File: src/rtl/song_pkg.sv
// Shared types and constants for the song recorder: note codes, entry layout, FSM states.
package song_pkg;

  localparam int NOTE_W = 4;

  // Note codes as produced by the keyboard decode; 0 means no key held.
  localparam logic [NOTE_W-1:0] NOTE_REST = 4'd0;
  localparam logic [NOTE_W-1:0] NOTE_C    = 4'd1;
  localparam logic [NOTE_W-1:0] NOTE_D    = 4'd2;
  localparam logic [NOTE_W-1:0] NOTE_E    = 4'd3;
  localparam logic [NOTE_W-1:0] NOTE_F    = 4'd4;
  localparam logic [NOTE_W-1:0] NOTE_G    = 4'd5;
  localparam logic [NOTE_W-1:0] NOTE_A    = 4'd6;
  localparam logic [NOTE_W-1:0] NOTE_B    = 4'd7;

  // One song entry is {note, duration}.
  function automatic int entry_width(input int dur_w);
    return NOTE_W + dur_w;
  endfunction

  typedef enum logic [2:0] {
    S_IDLE    = 3'd0,
    S_ARM     = 3'd1,
    S_CAPTURE = 3'd2,
    S_COMMIT  = 3'd3,
    S_TERM    = 3'd4
  } song_state_e;

endpackage

File: src/rtl/note_stabilizer.sv
// Synchronises the live note code and accepts a new value only after it has been
// sampled unchanged STABLE_CYC times; emits a one-cycle pulse when note_q changes.
module note_stabilizer import song_pkg::*; #(
  parameter int STABLE_CYC = 1000
) (
  input  logic              clk,
  input  logic              reset,
  input  logic [NOTE_W-1:0] note_in,
  output logic [NOTE_W-1:0] note_q,
  output logic              change
);

  localparam int CNT_W = $clog2(STABLE_CYC + 1);
  localparam logic [CNT_W-1:0] CNT_MAX = CNT_W'(STABLE_CYC);

  logic [NOTE_W-1:0] sync1;
  logic [NOTE_W-1:0] sync2;
  logic [NOTE_W-1:0] cand;
  logic [CNT_W-1:0]  cnt;

  // Two-flop synchroniser for the asynchronous key code.
  always_ff @(posedge clk or negedge reset) begin
    if (!reset) begin
      sync1 <= '0;
      sync2 <= '0;
    end else begin
      sync1 <= note_in;
      sync2 <= sync1;
    end
  end

  // Track the candidate value and how many consecutive samples it has held.
  always_ff @(posedge clk or negedge reset) begin
    if (!reset) begin
      cand <= '0;
      cnt  <= '0;
    end else if (sync2 != cand) begin
      cand <= sync2;
      cnt  <= CNT_W'(1);
    end else if (cnt != CNT_MAX) begin
      cnt <= cnt + CNT_W'(1);
    end
  end

  // Promote a candidate that has held long enough and differs from the accepted note.
  always_ff @(posedge clk or negedge reset) begin
    if (!reset) begin
      note_q <= '0;
      change <= 1'b0;
    end else begin
      change <= 1'b0;
      if ((cnt == CNT_MAX) && (cand != note_q)) begin
        note_q <= cand;
        change <= 1'b1;
      end
    end
  end

endmodule

File: src/rtl/song_recorder.sv
// Records live keyboard play into song RAM as {note, duration} entries followed by a
// {0,0} terminator. Write handshake: wr_en with wr_addr/wr_note/wr_dur is held stable
// until a rising clk edge where wr_en && wr_ready, which is the single accepted write.
module song_recorder import song_pkg::*; #(
  parameter int ADDR_W     = 5,
  parameter int DUR_W      = 16,
  parameter int TICK_DIV   = 100000,
  parameter int STABLE_CYC = 1000
) (
  input  logic              clk,
  input  logic              reset,
  input  logic              rec_en,
  input  logic [NOTE_W-1:0] note_in,
  input  logic              wr_ready,
  output logic              wr_en,
  output logic [ADDR_W-1:0] wr_addr,
  output logic [NOTE_W-1:0] wr_note,
  output logic [DUR_W-1:0]  wr_dur,
  output logic              recording,
  output logic              full,
  output logic              done,
  output logic [ADDR_W-1:0] song_len,
  output song_state_e       fsm_state
);

  localparam int ENTRY_W = entry_width(DUR_W);
  localparam int PRE_W   = $clog2(TICK_DIV);
  localparam logic [PRE_W-1:0]  PRE_MAX     = PRE_W'(TICK_DIV - 1);
  localparam logic [DUR_W-1:0]  DUR_MAX     = {DUR_W{1'b1}};
  localparam logic [ADDR_W-1:0] ADDR_LAST   = {ADDR_W{1'b1}};
  localparam logic [ADDR_W-1:0] ADDR_PENULT = {{(ADDR_W-1){1'b1}}, 1'b0};

  song_state_e         state;
  song_state_e         next_state;
  logic [NOTE_W-1:0]   note_q;
  logic                change;
  logic [PRE_W-1:0]    pre_cnt;
  logic                tick;
  logic [DUR_W-1:0]    dur_cnt;
  logic [NOTE_W-1:0]   cur_note;
  logic [ENTRY_W-1:0]  hold_entry;
  logic                stop_pending;
  logic                rec_s1;
  logic                rec_s2;
  logic                rec_d;
  logic                rec_rise;
  logic                rec_fall;
  logic                stop_commit;
  logic                arm_start;
  logic                run_change;
  logic                write_accept;

  note_stabilizer #(.STABLE_CYC(STABLE_CYC)) u_stab (
    .clk     (clk),
    .reset   (reset),
    .note_in (note_in),
    .note_q  (note_q),
    .change  (change)
  );

  assign rec_rise     = rec_s2 & ~rec_d;
  assign rec_fall     = ~rec_s2 & rec_d;
  assign tick         = (pre_cnt == PRE_MAX);
  // On stop, only a real note with measurable length is worth an entry.
  assign stop_commit  = (cur_note != NOTE_REST) && (dur_cnt != '0);
  assign arm_start    = (state == S_ARM) && !rec_fall && (note_q != NOTE_REST);
  assign run_change   = (state == S_CAPTURE) && !rec_fall && change;
  assign write_accept = wr_en && wr_ready;
  assign fsm_state    = state;

  // Synchronise rec_en and keep the previous level for edge detection.
  always_ff @(posedge clk or negedge reset) begin
    if (!reset) begin
      rec_s1 <= 1'b0;
      rec_s2 <= 1'b0;
      rec_d  <= 1'b0;
    end else begin
      rec_s1 <= rec_en;
      rec_s2 <= rec_s1;
      rec_d  <= rec_s2;
    end
  end

  // Free-running prescaler producing one duration tick every TICK_DIV cycles.
  always_ff @(posedge clk or negedge reset) begin
    if (!reset) pre_cnt <= '0;
    else if (tick) pre_cnt <= '0;
    else pre_cnt <= pre_cnt + PRE_W'(1);
  end

  // Run length counter; a restart keeps the tick of the restart cycle so no time is lost.
  always_ff @(posedge clk or negedge reset) begin
    if (!reset) begin
      dur_cnt <= '0;
    end else if (arm_start || run_change) begin
      dur_cnt <= tick ? DUR_W'(1) : '0;
    end else if (tick && (dur_cnt != DUR_MAX)) begin
      dur_cnt <= dur_cnt + DUR_W'(1);
    end
  end

  // FSM state register.
  always_ff @(posedge clk or negedge reset) begin
    if (!reset) state <= S_IDLE;
    else state <= next_state;
  end

  // FSM next-state logic.
  always_comb begin
    next_state = state;
    unique case (state)
      S_IDLE: begin
        if (rec_rise) next_state = S_ARM;
      end
      S_ARM: begin
        if (rec_fall) next_state = S_TERM;
        else if (note_q != NOTE_REST) next_state = S_CAPTURE;
      end
      S_CAPTURE: begin
        if (rec_fall) next_state = stop_commit ? S_COMMIT : S_TERM;
        else if (change && (dur_cnt != '0)) next_state = S_COMMIT;
      end
      S_COMMIT: begin
        if (wr_ready) begin
          if (stop_pending || rec_fall || (wr_addr == ADDR_PENULT)) next_state = S_TERM;
          else next_state = S_CAPTURE;
        end
      end
      S_TERM: begin
        if (wr_ready) next_state = S_IDLE;
      end
      default: next_state = S_IDLE;
    endcase
  end

  // FSM outputs: write request and data presented to the song RAM.
  always_comb begin
    wr_en     = 1'b0;
    recording = 1'b0;
    wr_note   = hold_entry[ENTRY_W-1 -: NOTE_W];
    wr_dur    = hold_entry[DUR_W-1:0];
    unique case (state)
      S_ARM, S_CAPTURE: recording = 1'b1;
      S_COMMIT: begin
        recording = 1'b1;
        wr_en     = 1'b1;
      end
      S_TERM: begin
        wr_en   = 1'b1;
        wr_note = NOTE_REST;
        wr_dur  = '0;
      end
      default: begin
        wr_en     = 1'b0;
        recording = 1'b0;
      end
    endcase
  end

  // Entry capture, address/length bookkeeping and completion pulse.
  always_ff @(posedge clk or negedge reset) begin
    if (!reset) begin
      cur_note     <= '0;
      hold_entry   <= '0;
      stop_pending <= 1'b0;
      wr_addr      <= '0;
      song_len     <= '0;
      full         <= 1'b0;
      done         <= 1'b0;
    end else begin
      done <= (state == S_TERM) && wr_ready;
      unique case (state)
        S_IDLE: begin
          if (rec_rise) begin
            wr_addr      <= '0;
            song_len     <= '0;
            full         <= 1'b0;
            stop_pending <= 1'b0;
          end
        end
        S_ARM: begin
          if (arm_start) cur_note <= note_q;
        end
        S_CAPTURE: begin
          if (rec_fall) begin
            if (stop_commit) begin
              hold_entry   <= {cur_note, dur_cnt};
              stop_pending <= 1'b1;
            end
          end else if (change) begin
            cur_note <= note_q;
            if (dur_cnt != '0) hold_entry <= {cur_note, dur_cnt};
          end
        end
        S_COMMIT: begin
          if (rec_fall) stop_pending <= 1'b1;
          if (write_accept) begin
            wr_addr <= wr_addr + ADDR_W'(1);
            if (song_len != ADDR_LAST) song_len <= song_len + ADDR_W'(1);
            if (wr_addr == ADDR_PENULT) full <= 1'b1;
          end
        end
        S_TERM: begin
          if (write_accept) stop_pending <= 1'b0;
        end
        default: begin
          stop_pending <= 1'b0;
        end
      endcase
    end
  end

endmodule

File: config.mk
export PLATFORM = sky130hd
export DESIGN_NAME = song_recorder
export DESIGN_NICKNAME = d
export VERILOG_FILES = /design/src/rtl/song_pkg.sv /design/src/rtl/note_stabilizer.sv /design/src/rtl/song_recorder.sv
export SDC_FILE = /design/constraint.sdc
export NUM_CORES = 1
export LEC_CHECK = 0
export ABC_AREA = 0
export CAP_MARGIN = 10
export CORE_UTILIZATION = 59
export CTS_CLUSTER_DIAMETER = 120
export CTS_CLUSTER_SIZE = 40
export DETAILED_ROUTE_END_ITERATION = 12
export GPL_TIMING_DRIVEN = 0
export PLACE_DENSITY = 0.82
export SKIP_CTS_REPAIR_TIMING = 1
export SLEW_MARGIN = 20
export SYNTH_ARGS = -nofsm -noshare
export SYNTH_HDL_FRONTEND = slang
export SYNTH_SLANG_ARGS = --single-unit
File: constraint.sdc
create_clock -name clk -period 3.2 [get_ports clk]
set_clock_uncertainty 0.05 [all_clocks]
set_input_delay 0.64 -clock clk [delete_from_list [all_inputs] [get_ports clk]]
set_output_delay 0.64 -clock clk [all_outputs]
set_load 0.01 [all_outputs]
* Yosys cells after proc, flatten, opt, wreduce, memory -nomap -nowiden *
Cells that the tools add are included.

storage, ports and cells
  register bits after elaboration = 103
  input port bits = 8
  output and inout port bits = 37
  word-level logic and storage cells = 134

cells by class
  add/sub/neg operators = 5
  eq/ne operators = 28
  multiplexer cells = 44
  bitwise gates (word level) = 5
  reductions and logical operators = 33

operators by type and width
  operator                 number
  $mux W20                 4
  $mux W16                 3
  $mux W3                  9
  $ne A2 B2 Y1 const B     12
  $mux W10                 2
  $mux W5                  4
  $pmux W5 S2              2
  $add A17 B1 Y17 const B  1
  $eq A17 B17 Y1 const B   1
  $mux W17                 1
  $add A16 B1 Y16 const B  1
  $mux W4                  4
  $ne A16 B16 Y1 const B   1
  $reduce_and A4 Y1        4
  $reduce_bool A16 Y1      1
  $pmux W3 S5              1
  $reduce_bool A2 Y1       6
  $mux W1                  11
  $add A10 B1 Y10 const B  1
  $add A5 B1 Y5 const B    2
  $eq A10 B10 Y1 const B   1
  $logic_and A1 B1 Y1      10
  $ne A10 B10 Y1 const B   1
  $ne A4 B4 Y1             2
  21 further kinds         30

* Depth between registers and ports, before layout *
Gate-level depths: netlist (run 1).

  depth after elaboration = 7
  gate-level depth with buffers = 8
  depth with buffers taken out = 7

* Cells and area by module *
Synthesis (run 1) repeated with hierarchy kept, for this count alone.

second synthesis, totals
  cell total of the unflattened synthesis = 476
  area, all modules = 5102.4 um2

by module, submodules not included
  module           instances  cells each  area each (um2)  sequential area each (um2)
  song_recorder    1          384         3966.3           1901.8
  note_stabilizer  1          92          1136.1           675.6

* Worst setup path after synthesis (run 1) *
No wires, ideal clock.

  path type = reg-to-output
  start point = reg state[0] (netlist: fsm_state[0])
  end point = out wr_dur[10]
  data arrival time = 1412 ps
  data required time = 2510 ps
  setup slack = 1098 ps
  stages on the path, launching flop included = 6
  buffers on the path = 2
  cells stage by stage = dfrtp_1 > clkbuf_1 > nor2_1 > nand2_1 > clkbuf_1 > and2_1

on the way
  cells in the longest elaborated chain, start to end = 2

RTL lines
  what                    RTL line              RTL
  start, declared         song_recorder.sv:33   song_state_e state;
  start signal, assigned  song_recorder.sv:105  else state <= next_state;
  $eq A3 B3 Y1            song_recorder.sv:142  unique case (state)
  $mux W16                song_recorder.sv:142
  end, declared           song_recorder.sv:18   output logic [DUR_W-1:0] wr_dur,

No other way between the ends.

* Worst setup path after layout (run 1) *
  start point = reg state[2] (netlist: fsm_state[2])
  end point = out wr_dur[13]

The elaborated chain is that of the path after synthesis.

==> summary.txt, run 1 <==
Status
  – Status: complete, no violations

Timing
  – RSZ-0062 raised after global routing: false
  – Period minus WS final: 2.96 ns
  – Slew HR: 40.4%
  – Final number of hold-violating endpoints: 0
  – Setup violators final: 0
  – Slew @ Worst Pin: 0.887 ns
  – F_max: 338 MHz
  – Tcrit/Tclk final: 92.4%
  – Slew Viols, Final: 0

Synthesis
  – Seq/Total Area, Yosys: 52.4%
  – Synthesized instance count: 448
  – Top FF cell, synth: dfrtp_1
  – Async set or reset register ratio after synthesis: 100%
  – Synth warn: 0
  – Syn_nets: 465
  – Seq cells post-synth: 103
  – Syn avg cell area: 11.0 um2
  – Post-synthesis cell type count: 54
  – Post-synth EDFFs: 0
  – Post-Syn Area: 4920 um2

Pwr
  – Total power of the final layout: 0.00287 W
  – Max rail drop VDD: 397 uV
  – PwrDens: 502 nW/um2
  – Pleak: 2.72 nW

Layout
  – Area of the multi-input gates: 2240 um2
  – Area Overhead vs Synth: 16.2%
  – Nets: 519
  – Register area: 2580 um2
  – Share of cells above drive strength 1: 8.30%
  – Number of fillers in the final layout: 575
  – Commonest cells after routing, fill and taps aside: dfrtp_1, nor2_1, clkdlybuf4s50_1, xor2_1
  – Commonest non-fill, non-tap cell in the layout: dfrtp_1
  – N_diodes: 0
  – Post-Route Utilization: 72.5%
  – Post-route cell area: 5720 um2

Worst setup path
  – CP Depth: 5
  – Startpoint types: register
  – R2r worst-path depth: 7
  – Max incr delay on CP: 0.48 ns
  – Worst Path Required: 2.51 ns
  – Cell Chain, Critical Path: clkbuf_1, nand2_1, clkbuf_2, and2_1, clkdlybuf4s50_1
  – Crit. End Element: output port
  – Crit path buf inv count: 3
  – Worst R2R Start: dur_cnt[0]
  – CP Max Fanout: 10
  – Delay-heaviest family, CP: buffers and inverters
  – Worst reg2reg setup slack: 0.90 ns
  – Slowest-stage cell, CP: dfrtp_1
  – FF-to-FF End: fsm_state[1]
  – Arrival @ worst endpoint: 2.27 ns
  – Setup CP Type: reg -> out

Detailed routing
  – DRT iter0 DRCs: 189
  – WL final: 8.97 mm
  – Wire per inst: 14.8 um
  – # DRC: 0
  – Pre-antenna DRT Iters: 6
  – Detailed-route vias per instance: 5.68
  – Via count: 3456
  – Post-route ant nets: 0

Clock network
  – Clk slew on worst S/H paths: 0.09 ns
  – CTS sink count: 103
  – Htree depth: 3
  – Root Driver: clkbuf_8
  – Cts bufs inserted: 9
  – CTS Buffer Depth: 2
  – Worst-Skew Late Latency: 0.36 ns
  – Clock tree from TritonCTS: yes

Die
  – Die area: 8710 um2
  – Core area: 7890 um2
  – Core Rows: 32
  – Chip width: 93.3 um
  – I/O pin count: 45
  – Die Ht: 93.3 um
  – Initial Util: 62.4%

Global routing
  – Largest net degree at the start of global routing: 56
  – Antenna violations before repair: 0
  – Vias in the first global route: 3337
  – First-pass GRT wire length: 15.6 mm
  – Overflow after GRT: 0
  – GRT Util Overall: 23.1%

Worst hold path
  – HP Class: in -> async

Flow run
  – Max-cap violations: 0

Placed design
  – Buffers on Ports: 44
  – Placement Cell Area: 5520 um2
  – Half-perimeter wire length after placement: 6.51 mm
  – Final Wtd Congestion: 0.833
==> power by group <==
| part | total [W] | switching [W] | leakage (nW) | internal, W |
|---|---|---|---|---|
| combinational | 0.000544 | 0.000275 | 1.24 | 0.000269 |
| sequential | 0.00149 | 0.000117 | 1.37 | 0.00137 |
| clock | 0.000839 | 0.000434 | 0.106 | 0.000405 |
| total | 0.00287 | 0.000826 | 2.72 | 0.00205 |
==> synthesized netlist by cell type (all sizes together), types with 9 or more instances <==
cell | instances | share of area, %
dfrtp | 103 | 52
nor2 | 48 | 3.7
xor2 | 33 | 5.9
mux2 | 29 | 6.6
and2 | 26 | 3.3
nand2 | 26 | 2.0
nand3 | 20 | 2.0
clkbuf | 14 | 1.1
o21ai | 14 | 1.5
nand4 | 13 | 2.0
xnor2 | 12 | 2.1
and3 | 11 | 1.4
ha | 9 | 2.3
==> layout make-up <==
type / count / share of cell area [%]
timing repair buffer: 45 / 8.20
clock inverter: 4 / 0.918
buffer: 16 / 1.31
multi-input combinational: 319 / 39.1
clock buffer: 11 / 2.65
inverter: 8 / 0.525
tap: 102 / 2.23
sequential: 103 / 45.1
==> logic make-up (layout without fill, tap and decap cells) <==
kind of cell	count (synthesis)	in the layout	synth area share, %
AO/OA/AOI/OAI	44	44	6.00
buffers and inverters	26	84	2.26
AND/OR/NAND/NOR	189	189	21.8
XOR/XNOR	45	45	8.01
multiplexers	32	32	7.24
flip-flops	103	103	52.4
adder cells (fa/ha/maj)	9	9	2.29
==> worst max path at each step <==
stage	slack (ns)	to	from
detailed placement	0.17	wr_dur[13]	fsm_state[0]
global placement	-2.24	song_len[2]	reset
floorplan	1.10	wr_dur[10]	fsm_state[0]
finish	0.24	wr_dur[13]	fsm_state[2]
CTS	-0.23	wr_dur[13]	fsm_state[0]
global route	0.05	wr_note[0]	fsm_state[2]
==> layer usage <==
layer	share of wire, %	vias up	wire (um)	GRT usage (%)
met3	3.6	6	324	3.82
met5	0	-	0	0
met2	49	70	4390	37.0
met4	1.1	0	98	8.08
met1	46	1709	4160	32.0
li1	-	1671	-	-
==> registers in the layout, indices dropped and copies added (netlist names), 5 cells and up <==
register and flops:
pre_cnt 17, wr_addr 5, dur_cnt 16, hold_entry 20, song_len 5, u_stab.cnt 10
==> metrics by stage <==
| stage | setup TNS (ns) | hold slack, ns | std cells | setup slack, ns |
|---|---|---|---|---|
| 2_1_floorplan | 0 | 0.281 | 448 | 1.10 |
| 3_5_place_dp | 0 | 0.285 | 595 | 0.167 |
| 4_1_cts | -2.46 | 0.163 | 610 | -0.227 |
| 6_report | 0 | 0.143 | 608 | 0.243 |
| 5_1_grt | 0 | 0.167 | 608 | 0.0540 |
| 3_3_place_gp | -230.27 | 0.282 | 594 | -2.24 |
No activity file was read; power rests on OpenSTA's default activity.
==> run 2, diff against run 1 <==
--- a/config.mk
+++ b/config.mk
@@ -6,7 +6,8 @@
 export NUM_CORES = 1
 export LEC_CHECK = 0
 export ABC_AREA = 0
-export CAP_MARGIN = 10
+export CAP_MARGIN = 15
+export CORE_MARGIN = 5
 export CORE_UTILIZATION = 59
 export CTS_CLUSTER_DIAMETER = 120
 export CTS_CLUSTER_SIZE = 40
==> run 2 against run 1 <==
Effect of this change:
- sequential power barely moved
- critical endpoint unchanged
- final cell count rose by 0.49%
- global-route usage fell by 3.2 points
- worst setup slack got worse by 0.019 ns
==> summary.txt, run 2 (synthesis results as in run 1) <==
Worst setup path
  – CP Max Fanout: 16 (+6)
  – Worst Path Required: 2.51 ns (about the same)
  – Arrival @ worst endpoint: 2.29 ns (+0.02 ns)
  – Crit. End Element: output port
  – Startpoint types: register
  – Setup CP Type: reg -> out

Clock network
  – Cts bufs inserted: 9 (unchanged)
  – Root Driver: clkbuf_8
  – Htree depth: 3 (unchanged)
  – Clock tree from TritonCTS: yes
  – CTS Buffer Depth: 2 (unchanged)
  – Clk slew on worst S/H paths: 0.10 ns (about the same)
  – CTS sink count: 103 (unchanged)
  – Worst-Skew Late Latency: 0.36 ns (about the same)

Flow run
  – Max-cap violations: 0 (unchanged)

Timing
  – Slew @ Worst Pin: 0.876 ns (-0.0103 ns)
  – Setup violators final: 0 (unchanged)
  – Slew HR: 41.1% (+0.69 points)
  – Period minus WS final: 2.98 ns (+0.0187 ns)
  – Tcrit/Tclk final: 93.0% (+0.58 points)
  – Final number of hold-violating endpoints: 0 (unchanged)
  – RSZ-0062 raised after global routing: false
  – Slew Viols, Final: 0 (unchanged)
  – F_max: 336 MHz (-0.63%)

Detailed routing
  – Detailed-route vias per instance: 5.72 (+0.55%)
  – Via count: 3492 (+1.0%)
  – DRT iter0 DRCs: 74 (-61%)
  – # DRC: 0 (unchanged)
  – WL final: 9.29 mm (+3.6%)
  – Pre-antenna DRT Iters: 4 (-2)
  – Wire per inst: 15.2 um (+3.1%)
  – Post-route ant nets: 0 (unchanged)

Die
  – Core Rows: 33 (+3.1%)
  – Chip width: 101 um (+8.6%)
  – Initial Util: 60.2% (-2.2 points)
  – Die area: 10300 um2 (+18%)
  – Core area: 8180 um2 (+3.6%)
  – Die Ht: 101 um (+8.6%)
  – I/O pin count: 45 (unchanged)

Global routing
  – Vias in the first global route: 3539 (+6.1%)
  – First-pass GRT wire length: 16.5 mm (+6.0%)
  – Largest net degree at the start of global routing: 63 (+13%)
  – GRT Util Overall: 19.8% (-3.2 points)
  – Overflow after GRT: 0 (unchanged)
  – Antenna violations before repair: 0 (unchanged)

Layout
  – Nets: 519 (unchanged)
  – Commonest cells after routing, fill and taps aside: dfrtp_1, nor2_1, clkdlybuf4s50_1, xor2_1
  – Top Registers: hold_entry: 20 flops, pre_cnt: 17 flops, dur_cnt: 16 flops
  – Commonest non-fill, non-tap cell in the layout: dfrtp_1
  – Final Non-Filler Cells: 611 (+0.49%)
  – N_diodes: 0 (unchanged)
  – Number of flip-flops in the largest register: 20 (unchanged)
  – Area Overhead vs Synth: 16.9%
  – Share of cells above drive strength 1: 8.10% (-0.20 points)
  – Biggest register: hold_entry

Placed design
  – Placed Cells: 598 (+0.50%)
  – Half-perimeter wire length after placement: 6.68 mm (+2.6%)
  – Buffers on Ports: 44 (unchanged)
  – Final Wtd Congestion: 0.909 (+9.2%)

Status
  – Status: complete, no violations

Worst hold path
  – HP Class: in -> async

Pwr
  – Total power of the final layout: 0.00299 W (+4.1%)
  – Pleak: 2.73 nW (+0.39%)
  – Max rail drop VDD: 271 uV (-32%)
  – PwrDens: 520 nW/um2 (+3.5%)
run 2: cell types whose count changed in the layout (fill, tap and decap cells not counted):
cell        previous run  this run
dfrtp_1              101       102
bufinv_16              1         3
clkinvlp_4             0         1
clkbuf_8              11         9
dfrtp_2                2         1
clkbuf_2               1         2
inv_6                  2         1
clkinv_2               1         0
run 2: report_power, final:
group | switching [W] | internal [W] | leakage [nW]
clock | 0.000432 | 0.000519 | 0.113
combinational | 0.000280 | 0.000270 | 1.24
sequential | 0.000119 | 0.00137 | 1.38
run 2: cell type report:
type,instances,area (um2)
Inverter,8,30.0
Buffer,16,76.3
Tap cell,105,131
Clock inverter,5,106
Timing Repair Buffer,45,469
Clock buffer,10,128
Fill cell,612,2420
Multi-Input combinational cell,319,2240
Sequential cell,103,2580
run 2: stage by stage:
stage	setup TNS, ns	utilization (%)	worst slack [ns]	area (um2)	hold slack (ns)
after global routing	0	70.4	0.0564	5760	0.145
final	0	70.4	0.224	5760	0.129
after detailed placement	0	67.6	0.135	5520	0.286
after CTS	-3.22	70.4	-0.261	5760	0.137
after floorplan	0	-	1.10	4920	0.281
after global placement	-230.34	67.2	-2.24	5490	0.281
run 2: worst paths after layout:
kind | depth (start not counted) | startpoint | slack (ns) | to
min in group clk | 0 | u_stab.sync1[3] | 0.30 | u_stab.sync2[3]
max in group asynchronous | 2 | reset | 2.35 | u_stab.sync2[1]
hold reg to reg | 0 | u_stab.sync1[3] | 0.30 | u_stab.sync2[3]
hold / removal | 1 | reset | 0.13 | hold_entry[14]
setup / recovery | 5 | fsm_state[1] | 0.22 | wr_dur[13]
setup reg to reg | 6 | dur_cnt[5] | 0.91 | fsm_state[1]
run 2: layer usage:
metal,GRT usage (%),routed length (um),share of wire (%),vias to the layer above
li1,-,-,-,1680
met1,27.1,4260,46,1728
met2,32.9,4590,49,78
met3,2.96,379,4.1,6
met4,6.13,63,0.68,0
met5,0,0,0,-
run 2: critical path, cell delays in order (launching register included):
cell             delay [ns]
dfrtp_1                0.55
nor2_2                 0.29
nand2_1                0.16
clkbuf_2               0.23
and2_1                 0.22
clkdlybuf4s50_1        0.48
==> run 3, diff against run 2 <==
==> constraint.sdc (replaced) <==
create_clock -name clk -period 3.2 [get_ports clk]
set_clock_uncertainty 0.05 [all_clocks]
set_input_delay 0.8 -clock clk [delete_from_list [all_inputs] [get_ports clk]]
set_output_delay 0.8 -clock clk [all_outputs]
set_load 0.01 [all_outputs]
==> run 3 against run 2 <==
Effect of this change:
- hold slack better by 0.16 ns
- combinational power is 2% lower
- register-to-register slack hardly changed
- non-clock buffer count is 1 lower
- largest cell class unchanged
- largest power group unchanged
- highest routed layer unchanged
==> summary.txt, run 3 (synthesis results as in run 1) <==
Pwr
  – Pint: 0.00216 W (about the same)
  – Max rail drop VDD: 271 uV (about the same)
  – Clock power frac: 31.7% (about the same)
  – Pleak: 2.73 nW (about the same)
  – Comb pwr share: 18.0% (-0.4 points)
  – Register share of total power: 50.3% (+0.5 points)
  – Sw Ratio: 27.8% (+0.043 points)
  – Net Sw Power: 0.000834 W (+0.30%)
  – PwrDens: 520 nW/um2 (+0.10%)

Timing
  – Slew HR: 41.1% (about the same)
  – RSZ-0062 raised after global routing: false
  – Period minus WS final: 3.02 ns (+0.0406 ns)
  – Final number of hold-violating endpoints: 0 (unchanged)
  – Tcrit/Tclk final: 94.3% (+1.3 points)
  – Setup violators final: 0 (unchanged)
  – Minimum hold slack: 0.288 ns (+0.159 ns)
  – Slew Viols, Final: 0 (unchanged)
  – F_max: 332 MHz (-1.3%)
  – Slew @ Worst Pin: 0.876 ns (+0.0000744 ns)

Global routing
  – Grt met3 use: 2.96% (unchanged)
  – Overflow after GRT: 0 (unchanged)
  – GR Util met1: 27.1% (unchanged)
  – Antenna violations before repair: 0 (unchanged)
  – Met2 usage: 32.9% (unchanged)
  – GRT Util Overall: 19.8% (unchanged)
  – Vias in the first global route: 3539 (unchanged)
  – Largest net degree at the start of global routing: 63 (unchanged)
  – Gr busiest metal: met2
  – First-pass GRT wire length: 16.5 mm (unchanged)

Detailed routing
  – Via count: 3450 (-1.2%)
  – # DRC: 0 (unchanged)
  – WL final: 9.31 mm (+0.13%)
  – Pre-antenna DRT Iters: 4 (unchanged)
  – DRT iter0 DRCs: 90 (+22%)
  – Detailed-route vias per instance: 5.66 (-1.0%)
  – Wire per inst: 15.3 um (+0.29%)
  – Post-route ant nets: 0 (unchanged)

Die
  – Die Ht: 101 um (unchanged)
  – I/O pin count: 45 (unchanged)
  – Chip width: 101 um (unchanged)
  – Die area: 10300 um2 (unchanged)
  – Initial Util: 60.2% (unchanged)
  – Core area: 8180 um2 (unchanged)
  – Core Rows: 33 (unchanged)

Layout
  – Commonest cells after routing, fill and taps aside: dfrtp_1, nor2_1, clkdlybuf4s50_1, xor2_1
  – Post-Route Utilization: 70.4% (about the same)
  – Nets: 518 (-0.19%)
  – N_diodes: 0 (unchanged)
  – Area Overhead vs Synth: 17.0% (about the same)
  – Final Non-Filler Cells: 610 (-0.16%)
  – Share of cells above drive strength 1: 8.32% (+0.21 points)
  – Biggest register: hold_entry
  – Commonest non-fill, non-tap cell in the layout: dfrtp_1
  – Number of flip-flops in the largest register: 20 (unchanged)
  – Top Registers: hold_entry: 20 flops, pre_cnt: 17 flops, dur_cnt: 16 flops

Clock network
  – CTS sink count: 103 (unchanged)
  – Worst-Skew Late Latency: 0.36 ns (about the same)
  – Htree depth: 3 (unchanged)
  – Clock tree from TritonCTS: yes
  – CTS Buffer Depth: 2 (unchanged)
  – Cts bufs inserted: 9 (unchanged)
  – Clk slew on worst S/H paths: 0.10 ns (about the same)
  – Root Driver: clkbuf_8

Worst setup path
  – FF-to-FF End: fsm_state[1]
  – Setup CP Type: reg -> out
  – Cell Chain, Critical Path: nor2_4, nand2_1, clkbuf_2, and2_1, clkdlybuf4s50_1
  – Crit path buf inv count: 2 (unchanged)
  – CP Max Fanout: 16 (unchanged)
  – Crit. End Element: output port
  – Worst R2R Start: dur_cnt[5]
  – Worst reg2reg setup slack: 0.90 ns (about the same)
  – Delay-heaviest family, CP: buffers and inverters
  – Arrival @ worst endpoint: 2.17 ns (-0.12 ns)
  – Worst Path Required: 2.35 ns (-0.16 ns)
  – Startpoint types: register
  – Slowest-stage cell, CP: dfrtp_2
  – Max incr delay on CP: 0.53 ns (-0.02 ns)
  – R2r worst-path depth: 6 (unchanged)

Status
  – Status: complete, no violations

Flow run
  – Max-cap violations: 0 (unchanged)

Placed design
  – Half-perimeter wire length after placement: 6.68 mm (unchanged)
  – Placed Cells: 598 (unchanged)
  – Buffers on Ports: 44 (unchanged)
  – Final Wtd Congestion: 0.909 (unchanged)

Worst hold path
  – HP Class: in -> async
-- run 3: final cells by class --
class / count / area [um2]
buffer: 15 / 72.6
clock inverter: 5 / 106
multi-input combinational: 319 / 2240
sequential: 103 / 2580
fill: 610 / 2420
timing repair buffer: 45 / 469
inverter: 8 / 30.0
tap: 105 / 131
clock buffer: 10 / 128
-- run 3: worst max-delay path by stage --
| stage | start | depth (start not counted) | end |
|---|---|---|---|
| after floorplan | fsm_state[0] | 5 | wr_dur[10] |
| after global placement | reset | 1 | song_len[2] |
| after detailed placement | fsm_state[0] | 6 | wr_dur[13] |
| after CTS | fsm_state[0] | 6 | wr_dur[13] |
| after global routing | fsm_state[0] | 5 | wr_note[0] |
| final | fsm_state[0] | 5 | wr_dur[13] |
-- run 3: layer usage --
layer	vias up	part of all wire, %
li1	1673	-
met1	1712	47
met2	59	49
met3	6	3.2
met4	0	0.67
met5	-	0
-- run 3: metrics by stage --
| step | total power [W] | worst slack [ns] | instance area, um2 | TNS, ns |
|---|---|---|---|---|
| 2_1_floorplan | 0.00180 | 0.938 | 4920 | 0 |
| 3_3_place_gp | 0.00205 | -2.40 | 5490 | -246.82 |
| 3_5_place_dp | 0.00208 | -0.0252 | 5520 | -0.0252 |
| 4_1_cts | 0.00302 | -0.421 | 5760 | -6.26 |
| 5_1_grt | 0.00315 | 0.0396 | 5760 | 0 |
| 6_report | 0.00300 | 0.183 | 5760 | 0 |
-- run 3: worst reg2reg max path, stage by stage (launching register included) --
cell and delay (ns):
dfrtp_1 0.37, clkbuf_1 0.19, nor4_1 0.34, nand4_1 0.26, a2111o_1 0.51, o211ai_1 0.11
mux2_2 0.35
-- run 3: power groups by stage --
stage / sequential (W) / combinational [W] / clock, W
finish: 0.00151 / 0.000538 / 0.000950
global route: 0.00153 / 0.000604 / 0.00102
CTS: 0.00146 / 0.000591 / 0.000965
detailed placement: 0.00149 / 0.000588 / 0
global placement: 0.00148 / 0.000565 / 0
floorplan: 0.00149 / 0.000309 / 0
